[config.mk]
export PLATFORM = sky130hd
export DESIGN_NAME = fsm_ctrl_flow
export DESIGN_NICKNAME = d
export VERILOG_FILES = /design/src/rtl/fsm_ctrl_flow_pkg.sv /design/src/rtl/fsm_ctrl_flow_branch_cond.sv /design/src/rtl/fsm_ctrl_flow.sv
export SDC_FILE = /design/constraint.sdc
export NUM_CORES = 1
export LEC_CHECK = 0
export ABC_AREA = 1
export BUFFER_PORTS_ARGS = -buffer_cell sky130_fd_sc_hd__buf_4
export CAP_MARGIN = 10
export CORE_MARGIN = 5
export CORE_UTILIZATION = 27
export CTS_CLUSTER_SIZE = 30
export DETAILED_ROUTE_END_ITERATION = 16
export GPL_ROUTABILITY_DRIVEN = 0
export GPL_TIMING_DRIVEN = 0
export HOLD_SLACK_MARGIN = 0.12
export PLACE_DENSITY = 0.95
export REMOVE_ABC_BUFFERS = 1
export SYNTH_ARGS = -nofsm -noshare
export SYNTH_HDL_FRONTEND = slang
export SYNTH_SLANG_ARGS = --single-unit
[constraint.sdc]
create_clock -name clk -period 1.9 [get_ports clk]
set_input_delay 0.19 -clock clk [delete_from_list [all_inputs] [get_ports clk]]
set_output_delay 0.19 -clock clk [all_outputs]
set_load 0.005 [all_outputs]
[src/rtl/fsm_ctrl_flow_pkg.sv]
// Shared definitions for the control-flow FSM: state encoding, op-decoder
// bit positions, branch funct3 codes and the target alignment rule.
package ctrl_flow_pkg;

  // Fixed 3-bit encoding; TRAP and the WB states share the top bit with CHECK
  // so that every post-EXEC state has state[2] set.
  typedef enum logic [2:0] {
    ST_IDLE   = 3'b000,
    ST_DECODE = 3'b001,
    ST_EXEC_J = 3'b010,
    ST_EXEC_B = 3'b011,
    ST_CHECK  = 3'b100,
    ST_TRAP   = 3'b101,
    ST_WB_J   = 3'b110,
    ST_WB_B   = 3'b111
  } state_t;

  // Bit positions in the op decoder one-hot code.
  localparam int CODE_BRANCH = 24;
  localparam int CODE_JAL    = 25;

  // B-type funct3 values; 010 and 011 are reserved.
  localparam logic [2:0] F3_BEQ  = 3'b000;
  localparam logic [2:0] F3_BNE  = 3'b001;
  localparam logic [2:0] F3_BLT  = 3'b100;
  localparam logic [2:0] F3_BGE  = 3'b101;
  localparam logic [2:0] F3_BLTU = 3'b110;
  localparam logic [2:0] F3_BGEU = 3'b111;

  // Target misalignment for the given instruction alignment (32 or 16 bits).
  // JALR clears bit 0 of its target, so that bit never counts for JALR.
  function automatic logic is_misaligned(input int ialign,
                                         input logic [1:0] tgt_lo,
                                         input logic is_jalr);
    logic bit0_bad;
    bit0_bad = tgt_lo[0] & ~is_jalr;
    if (ialign == 16) return bit0_bad;
    return tgt_lo[1] | bit0_bad;
  endfunction

endpackage

[src/rtl/fsm_ctrl_flow_branch_cond.sv]
// Combinational branch condition: maps funct3 and the ALU compare flags to
// a taken decision, and flags the reserved funct3 codes as illegal.
module branch_cond
  import ctrl_flow_pkg::*;
(
  input  logic [2:0] funct3,
  input  logic       eq,
  input  logic       ls,
  input  logic       lu,
  output logic       taken,
  output logic       illegal
);

  // Decode funct3 into the branch outcome.
  always_comb begin
    // NOTE: every output gets a default first so no path through the case
    // leaves a signal unassigned, which would infer a latch.
    taken   = 1'b0;
    illegal = 1'b0;
    case (funct3)
      F3_BEQ:  taken = eq;
      F3_BNE:  taken = ~eq;
      F3_BLT:  taken = ls;
      F3_BGE:  taken = ~ls;
      F3_BLTU: taken = lu;
      F3_BGEU: taken = ~lu;
      default: illegal = 1'b1;
    endcase
  end

endmodule

[src/rtl/fsm_ctrl_flow.sv]
// Control-flow FSM: sequences JAL, JALR and B-type branches through the
// DataFlow, with done handshake, x0-write suppression, illegal-funct3 and
// misaligned-target traps. Outputs are registered from the next state so
// they are valid for the whole cycle the FSM spends in the named state.
module fsm_ctrl_flow
  import ctrl_flow_pkg::*;
#(
  parameter int XLEN   = 64,
  parameter int IALIGN = 32
) (
  input  logic            clk,
  input  logic            rst,
  input  logic            start,
  input  logic [31:0]     ins,
  input  logic [31:0]     code,
  input  logic            eq,
  input  logic            ls,
  input  logic            lu,
  input  logic [XLEN-1:0] target,
  output logic [2:0]      func3,
  output logic [1:0]      sel_rd,
  output logic            load_rs1,
  output logic            load_rs2,
  output logic            load_alu,
  output logic            load_pc_alu,
  output logic            load_pc,
  output logic            load_regfile,
  output logic            sub_sra,
  output logic            sel_alu_a,
  output logic            sel_alu_b,
  output logic            sel_pc_alu,
  output logic            sel_pc_next,
  output logic            done,
  output logic            trap_misaligned,
  output logic            trap_illegal
);

  state_t     state;
  state_t     state_next;
  logic       taken_q;
  logic       cond_taken;
  logic       cond_illegal;
  logic [2:0] funct3;
  logic [4:0] rd;
  logic       is_branch;
  logic       is_jalr;
  logic       misaligned;
  logic       unused_bits;

  assign funct3    = ins[14:12];
  assign rd        = ins[11:7];
  assign is_branch = code[CODE_BRANCH];
  assign is_jalr   = ~code[CODE_BRANCH] & ~code[CODE_JAL];
  assign misaligned = is_misaligned(IALIGN, target[1:0], is_jalr);

  // The ALU always adds and rd always takes PC+4 for these instructions.
  assign func3  = 3'b000;
  assign sel_rd = 2'b11;

  // Only funct3, rd, two code bits and the low target bits matter here.
  assign unused_bits = ^{ins[31:15], ins[6:0], code[31:26], code[23:0],
                         target[XLEN-1:2]};

  branch_cond u_branch_cond (
    .funct3  (funct3),
    .eq      (eq),
    .ls      (ls),
    .lu      (lu),
    .taken   (cond_taken),
    .illegal (cond_illegal)
  );

  // Next-state selection.
  always_comb begin
    state_next = state;
    case (state)
      ST_IDLE:   if (start) state_next = ST_DECODE;
      ST_DECODE: begin
        if (is_branch) state_next = cond_illegal ? ST_TRAP : ST_EXEC_B;
        else           state_next = ST_EXEC_J;
      end
      ST_EXEC_J,
      ST_EXEC_B: state_next = ST_CHECK;
      ST_CHECK: begin
        if (taken_q && misaligned) state_next = ST_TRAP;
        else if (is_branch)        state_next = ST_WB_B;
        else                       state_next = ST_WB_J;
      end
      default:   state_next = ST_IDLE;  // WB_J, WB_B, TRAP
    endcase
  end

  // State, taken flag and registered outputs; reset is synchronous.
  always_ff @(posedge clk) begin
    // NOTE: non-blocking assignments so every register samples values from
    // before this edge, independent of statement order.
    if (rst) begin
      state           <= ST_IDLE;
      taken_q         <= 1'b0;
      load_rs1        <= 1'b0;
      load_rs2        <= 1'b0;
      load_alu        <= 1'b0;
      load_pc_alu     <= 1'b0;
      load_pc         <= 1'b0;
      load_regfile    <= 1'b0;
      sub_sra         <= 1'b0;
      sel_alu_a       <= 1'b0;
      sel_alu_b       <= 1'b0;
      sel_pc_alu      <= 1'b0;
      sel_pc_next     <= 1'b0;
      done            <= 1'b0;
      trap_misaligned <= 1'b0;
      trap_illegal    <= 1'b0;
    end else begin
      state <= state_next;

      // Jumps are always taken; branches latch their condition on the way
      // from EXEC_B into CHECK, the only edge where the flags are valid.
      if (state_next == ST_EXEC_J)  taken_q <= 1'b1;
      else if (state == ST_EXEC_B)  taken_q <= cond_taken;

      load_rs1        <= (state_next == ST_DECODE);
      load_rs2        <= (state_next == ST_DECODE);
      sel_alu_a       <= (state_next == ST_EXEC_J) & ~code[CODE_JAL];
      sel_alu_b       <= (state_next == ST_EXEC_J);
      load_alu        <= (state_next == ST_EXEC_J);
      load_pc_alu     <= (state_next == ST_EXEC_J);
      sub_sra         <= (state_next == ST_EXEC_B);
      load_pc         <= (state_next == ST_WB_J) | (state_next == ST_WB_B);
      sel_pc_next     <= (state_next == ST_WB_J);
      load_regfile    <= (state_next == ST_WB_J) && (rd != 5'd0);
      sel_pc_alu      <= (state_next == ST_WB_B) & taken_q;
      done            <= (state_next == ST_WB_J) | (state_next == ST_WB_B) |
                         (state_next == ST_TRAP);
      trap_misaligned <= (state_next == ST_TRAP) && (state == ST_CHECK);
      trap_illegal    <= (state_next == ST_TRAP) && (state == ST_DECODE);
    end
  end

endmodule

Yosys cells after proc, flatten, opt, wreduce, memory -nomap -nowiden
Cells that the tools add are included.
{"block": "op_classes", "n_reduce_logical": 10, "muxes": 9, "n_bitwise": 13, "eq_ne": 15}
{"op": "== test 3 bit (second input constant)", "count": 8}
{"op": "== test 3 x 2 -> 1 bit (second input constant)", "count": 4}
{"op": "case mux 3 bit (4 select lines)", "count": 1}
{"op": "== test 3 x 1 -> 1 bit (second input constant)", "count": 3}
{"op": "two-way mux 3 bit", "count": 3}
{"op": "logical NOT 3 bit", "count": 2}
{"op": "NOT 1 bit", "count": 6}
{"op": "case mux 1 bit (6 select lines)", "count": 1}
{"op": "OR reduction 6 bit", "count": 1}
{"op": "nonzero test 5 bit", "count": 1}
{"op": "bitwise AND 1 bit", "count": 4}
{"op": "logical AND 1 bit", "count": 4}
{"op": "two-way mux 1 bit", "count": 3}
{"op": "bitwise OR 1 bit", "count": 3}
{"op": "two-way mux 2 bit", "count": 1}
{"op": "nonzero test 2 bit", "count": 1}
{"op": "OR reduction 2 bit", "count": 1}
{"block": "totals", "in_bits": 134, "out_inout_bits": 19, "word_cells": 60, "regBits": 15}

Logic depth before layout (Yosys ltp)
Gate-level depths: netlist of the first run.
{"block": "logic_depth", "ltp_word": 11, "ltp_mapped": 10}

By module
Synthesis of the first run repeated with hierarchy kept, for this count alone.
{"block": "unflattened", "hier_cells": 104, "area_unflattened_um2": 772.0}
{"module": "fsm_ctrl_flow", "seq_area_each_um2": 300.3, "area_per_inst_um2": 701.9, "n_inst": 1, "cells_per_inst": 88}
{"module": "branch_cond", "seq_area_each_um2": 0.0, "area_per_inst_um2": 70.1, "n_inst": 1, "cells_per_inst": 16}

Least setup slack after synthesis of the first run
Ideal clock, no wire load.
{"block": "synth_timing", "path_type": "register -> register", "from": "register state[0]", "to": "register taken_q", "arrival_ns": 0.906, "stages_incl_launch_ff": 9, "path_slack_ns": 0.875, "n_path_buf": 0, "required_ns": 1.781, "cell_sequence": "dfxtp_1 > nor2_1 > nand3_2 > nand2_1 > inv_1 > nand2_2 > inv_2 > nand3_2 > nand2_1"}
{"block": "synth_between", "elab_chain_len": 5}
{"element": "start: declaration", "line": "fsm_ctrl_flow.sv:38", "text": "state_t state;"}
{"element": "start signal: assignment", "line": "fsm_ctrl_flow.sv:115", "text": "state <= state_next;"}
{"element": "== test 3 x 2 -> 1 bit (on tied branches)", "line": "fsm_ctrl_flow.sv:76, fsm_ctrl_flow.sv:120"}
{"element": "OR reduction 2 bit", "line": "fsm_ctrl_flow.sv:76", "text": "case (state)"}
{"element": "case mux 3 bit (4 select lines)", "line": "fsm_ctrl_flow.sv:76"}
{"element": "== test 3 x 2 -> 1 bit", "line": "fsm_ctrl_flow.sv:119", "text": "if (state_next == ST_EXEC_J) taken_q <= 1'b1;"}
{"element": "two-way mux 1 bit / nonzero test 2 bit (equally long branches)"}
{"element": "end signal: assignment", "line": "fsm_ctrl_flow.sv:120", "text": "else if (state == ST_EXEC_B) taken_q <= cond_taken;"}
{"element": "end: declaration", "line": "fsm_ctrl_flow.sv:40", "text": "logic taken_q;"}
Several ways; a longest one is shown, not always the timed one.
A chain may end at the register's enable or synchronous reset.

Worst setup path after layout of the first run
{"block": "layout_timing", "from": "input port ins[8]", "to": "register load_regfile"}
{"block": "layout_between", "elab_chain_len": 2}
{"element": "start: declaration", "line": "fsm_ctrl_flow.sv:14", "text": "input logic [31:0] ins,"}
{"element": "nonzero test 5 bit", "line": "fsm_ctrl_flow.sv:131", "text": "load_regfile <= (state_next == ST_WB_J) && (rd != 5'd0);"}
{"element": "logical AND 1 bit", "line": "fsm_ctrl_flow.sv:131"}
{"element": "end signal: assignment", "line": "fsm_ctrl_flow.sv:131"}
{"element": "end: declaration", "line": "fsm_ctrl_flow.sv:27", "text": "output logic load_regfile,"}
Every way passes these cells.

==> out/metrics.yaml, run 1 <==
cts_made_buffers: 3
synth_warnings: 0
max-cap-violations: 0
path_cells: "dlygate4sd3_1 > buf_4 > nor3b_1 > dlygate4sd3_1 > nor2_2"
antenna_found_initial: 0
nets: 271
synth_top_cell_area_share_pct: 38.96
ctsResizeCount: 0
clkSlewWorstSetupHoldPaths_ns: 0.09
syn_area_um2: 770.7
grt_start_max_net_pins: 10
cts-root-buf: "clkbuf_4"
min_path_cells: 2
ioPinCount: 153
worst-endpoint-required_ns: 2.10
cpMaxStageDelayCell: "dlygate4sd3_1"
pwr-share-clk_pct: 15.3
ys_seq_area_share_pct: 38.96
drc: 0
placed_area_um2: 973.4
r2r-end: "sel_alu_a"
drive_gt1_share_pct: 39.71
viasPerCell: 4.150
hp-start: "rst"
fin_crit_ns: 1.450
crit_fanout: 1
clock_latency_ns: 0.30
hpwl_um: 1344
reg2reg_slack_ns: 0.74
start_kind: "input port"
rr_worst_depth: 7
cp.arrival_ns: 1.65
post-route-cell-area_mm2: 0.001031
vdd_ir_drop_max_uv: 504.7
cts.sinks: 15
final.setup.worst_slack_ns: 0.4505
seq_power_share_pct: 36.4
overflow: 0
p_int_mw: 0.7233
final_common_cell: "buf_4"
port-buffer-count: 31
wl_per_cell_um: 9.856
die_w_um: 63.43
antenna_cells: 0
synth_largest_area_cell: "dfxtp_1"
combPwrFrac_pct: 48.4
p_per_area_mw_per_mm2: 1212
fmax_mhz: 689.9
min_to: "load_rs2"
coreArea_mm2: 0.002758
end_kind: "register"
finalSetupViolCount: 0
grt_setup_unrepaired: "no"
start_util_pct: 27.95
dp_slack_ns: 0.7557
htree_levels: 1
synthCells: 104
vias: 693
grt_usage_pct: 8.918
first_pass_iters: 4
grt_pass1_wl_um: 2780
outcome: "complete, no violations"
grt_pass1_vias: 686
total_power_mw: 1.250
slew_violations: 0
syn_avg_cell_area_um2: 7.411
crit_type: "input port to register"
reg2reg_from: "state[1]"
worstHoldPathType: "input port to register"
layout_common_cells: "buf_4, nand2_1, dfxtp_1"
dr.first_iter.drc_count: 5
routed_wl_um: 1646
synth-seq-cells: 15
leakagePower_nw: 0.5619
synth_cell_types: 21
hold_slack_ns: 0.1373
cts_tree: "done"
fin_crit_sh_pct: 76.29
switching_share_pct: 42.11
clock_skew_ns: 0.0006362
die_h_um: 63.43
drtAntennaViolNets: 0
switchingPower_mw: 0.5262
dieArea_mm2: 0.004023
crit_top_cell: "dlygate4sd3_1"
fp-row-count: 19
cts_buffer_depth: 2
tns_ns: 0
synth.area.top_cells: "dfxtp_1, nand2_1, buf_4"
slowest_delay_ns: 0.58
area_growth_pct: 33.77
finalHoldViolCount: 0
[worst max path at each step]
stage,from,to,slack (ns),cells past startpoint
final,ins[8],load_regfile,0.45,5
after global routing,ins[8],load_regfile,0.38,5
after CTS,ins[8],load_regfile,0.46,5
after detailed placement,state[0],taken_q,0.76,8
after global placement,state[2],sel_alu_a,0.78,6
after floorplan,state[0],taken_q,0.87,8
[logic make-up after synthesis]
group,after synthesis,share of synthesized area [%]
and+or+nand+nor,56,37.18
buffers and inverters,25,18.18
DFF,15,38.96
AOI/OAI and AO/OA,5,3.571
other,2,0.9744
xor gates and xnor gates,1,1.137
[through the flow]
| stage | util, % | std cells |
|---|---|---|
| final | 37.39 | 167 |
| after global routing | 37.39 | 167 |
| after CTS | 37.39 | 167 |
| after detailed placement | 35.30 | 160 |
| after global placement | 35.30 | 160 |
| after floorplan | - | 98 |
[metal layers]
layer  track usage (%)  routed length (µm)
met4             5.974                  40
met2             14.72                 858
met1             8.944                 610
met5                 0                   0
met3             3.908                 137
[cell usage after synthesis, drive strengths merged]
library cell / number
a21oi: 1
and3: 1
buf: 9
conb: 2
dfxtp: 15
inv: 16
nand2: 26
nand3: 9
nand4: 1
nor2: 17
nor3: 1
nor3b: 1
o211ai: 1
o21ai: 3
xor2: 1
[worst max-delay path, delay by kind of cell]
family | cells | cell delay [ns]
buf+inv | 3 | 1.25
simple gates | 2 | 0.21
[state kept, by name (all words and copies together) (netlist names)]
name             flops
done                 1
sel_alu_b            1
load_pc              1
sel_pc_alu           1
sel_pc_next          1
load_rs2             1
load_regfile         1
sel_alu_a            1
trap_illegal         1
state                3
sub_sra              1
taken_q              1
trap_misaligned      1
[power groups by stage]
stage / Combinational [mW] / Clock, mW / Sequential [mW]
after floorplan: 0.412 / 0 / 0.459
after detailed placement: 0.603 / 0 / 0.463
final: 0.604 / 0.191 / 0.454
after global placement: 0.586 / 0 / 0.459
after global routing: 0.685 / 0.212 / 0.466
after CTS: 0.609 / 0.198 / 0.456
[area by class of cell]
| class | instances | area, µm² |
|---|---|---|
| fill | 292 | 1727 |
| multi-input combinational | 67 | 341.6 |
| sequential | 15 | 300.3 |
| timing repair buffer | 34 | 262.8 |
| inverter | 16 | 60.06 |
| tap | 31 | 38.79 |
| clock buffer | 3 | 22.52 |
| clock inverter | 1 | 5.005 |
[timing repair]
action | 4_1_cts | 5_1_grt
endpoints found under the setup margin | 0 | 0
buffers inserted | 0 | 0
endpoints found under the hold margin | 2 | 0
hold buffers | 3 | 0
(Power assumes the default switching activity.)
==> run 2, diff against run 1 <==
Settings changed: CORE_UTILIZATION 27 to 22, PLACE_DENSITY 0.95 to 0.84.
Clock period 1.9 ns to 1.3 ns, I/O delays scaled along.
==> out/metrics.yaml, run 2 (synthesis results as in run 1) <==
hold_slack_ns: 0.1959  # +0.05859 ns
ioPinCount: 153  # unchanged
rr_worst_depth: 8  # +1
total_power_mw: 1.838  # +47%
leakagePower_nw: 0.5658  # +0.69%
cts_tree: "done"
vdd_ir_drop_max_uv: 371.1  # -26%
fp-row-count: 21  # +2
htree_levels: 1  # unchanged
coreArea_mm2: 0.003363  # +22%
grt_pass1_wl_um: 2904  # +4.5%
drtAntennaViolNets: 0  # unchanged
min_path_cells: 4  # +2
layout_common_cells: "buf_4, nand2_1, inv_1, dfxtp_1, nor2_1"
first_pass_iters: 4  # unchanged
grt_pass1_vias: 716  # +4.4%
worstHoldPathType: "input port to register"
viasPerCell: 3.793  # -8.6%
clock_latency_ns: 0.28  # -0.02 ns
die_w_um: 69.19  # +9.1%
fin_util_pct: 31.88  # -5.5 points
slew_violations: 0  # unchanged
p_per_area_mw_per_mm2: 1715  # +41%
antenna_found_initial: 0  # unchanged
clkSlewWorstSetupHoldPaths_ns: 0.08  # about the same
nets: 273  # +0.74%
finalSetupViolCount: 0  # unchanged
outcome: "complete, no violations"
largest_reg_flops: 3  # unchanged
clock_skew_ns: 0.004491  # +0.003854 ns
worst-endpoint-required_ns: 1.51  # -0.59 ns
routed_wl_um: 1676  # +1.8%
cp.arrival_ns: 1.37  # -0.28 ns
reg2reg_slack_ns: 0.14  # -0.60 ns
drive_gt1_share_pct: 39.86  # +0.15 points
regMostFlops: "state"
cts_made_buffers: 3  # unchanged
finalHoldViolCount: 0  # unchanged
max-cap-violations: 0  # unchanged
dr.first_iter.drc_count: 8  # +3
wl_per_cell_um: 9.109  # -7.6%
crit_fanout: 3  # +2
cts.sinks: 15  # unchanged
start_kind: "register"
hpwl_um: 1428  # +6.2%
port-buffer-count: 31  # unchanged
die_h_um: 69.19  # +9.1%
overflow: 0  # unchanged
grt_setup_unrepaired: "no"
final_common_cell: "buf_4"
cts_buffer_depth: 2  # unchanged
area_growth_pct: 39.12
grt_start_max_net_pins: 9  # -1
cts-root-buf: "clkbuf_4"
fillers: 391  # +34%
drc: 0  # unchanged
tns_ns: 0  # unchanged
crit_type: "register to register"
antenna_cells: 0  # unchanged
dieArea_mm2: 0.004787  # +19%
start_util_pct: 22.92  # -5.0 points
fin_crit_ns: 1.162
grt_usage_pct: 7.263  # -1.7 points
fin_crit_sh_pct: 89.35
end_kind: "register"
vias: 698  # +0.72%
fmax_mhz: 860.9
## run 2: area by class of cell
| class | count | area (µm²) | area share, % |
|---|---|---|---|
| Sequential cell | 15 | 301.5 | 28.12 |
| Tap cell | 46 | 57.56 | 5.368 |
| Multi-Input combinational cell | 67 | 344.1 | 32.09 |
| Timing Repair Buffer | 36 | 282.8 | 26.37 |
| Clock buffer | 4 | 26.28 | 2.450 |
| Inverter | 16 | 60.06 | 5.601 |
## run 2: what timing repair did
| action | CTS | global route |
|---|---|---|
| hold buffers | 5 | 0 |
| gates resized for setup | 0 | 2 |
| endpoints found under the hold margin | 7 | 0 |
| endpoints found under the setup margin | 0 | 6 |
| setup buffers | 0 | 0 |
## run 2: worst max-delay path: stages (launching register included)
cell and delay [ns]:
dfxtp_1 0.37, inv_1 0.09, nand2_2 0.08, inv_1 0.05, nand2_1 0.08, inv_1 0.05, nor2_2 0.11, nand4_1 0.13
nor2_1 0.15
## run 2: worst paths after layout
path,endpoint,start
worst max register to register,trap_illegal,state[1]
worst min-delay path,taken_q,ins[13]
worst min register to register,sel_pc_alu,taken_q
worst max-delay path,trap_illegal,state[1]
## run 2: where the power goes
group | total [mW] | switching, mW | internal [mW]
clock | 0.260 | 0.141 | 0.119
combinational | 0.903 | 0.529 | 0.375
sequential | 0.675 | 0.0937 | 0.581
total | 1.84 | 0.763 | 1.08
## run 2: metrics by stage
step,setup slack [ns],std cells,instance area (µm²)
global placement,0.1615,175,992.2
finish,0.1384,184,1072
global route,0.007007,184,1072
floorplan,0.2749,98,701.9
CTS,0.07460,184,1069
detailed placement,0.1314,175,992.2
## run 2: per-layer routing
metal | GRT usage, % | up-vias | wire (µm)
met5 | 0 | - | 0
met4 | 5.206 | 0 | 38
met3 | 1.449 | 4 | 122
met2 | 12.39 | 23 | 819
met1 | 7.934 | 298 | 695
li1 | - | 373 | -
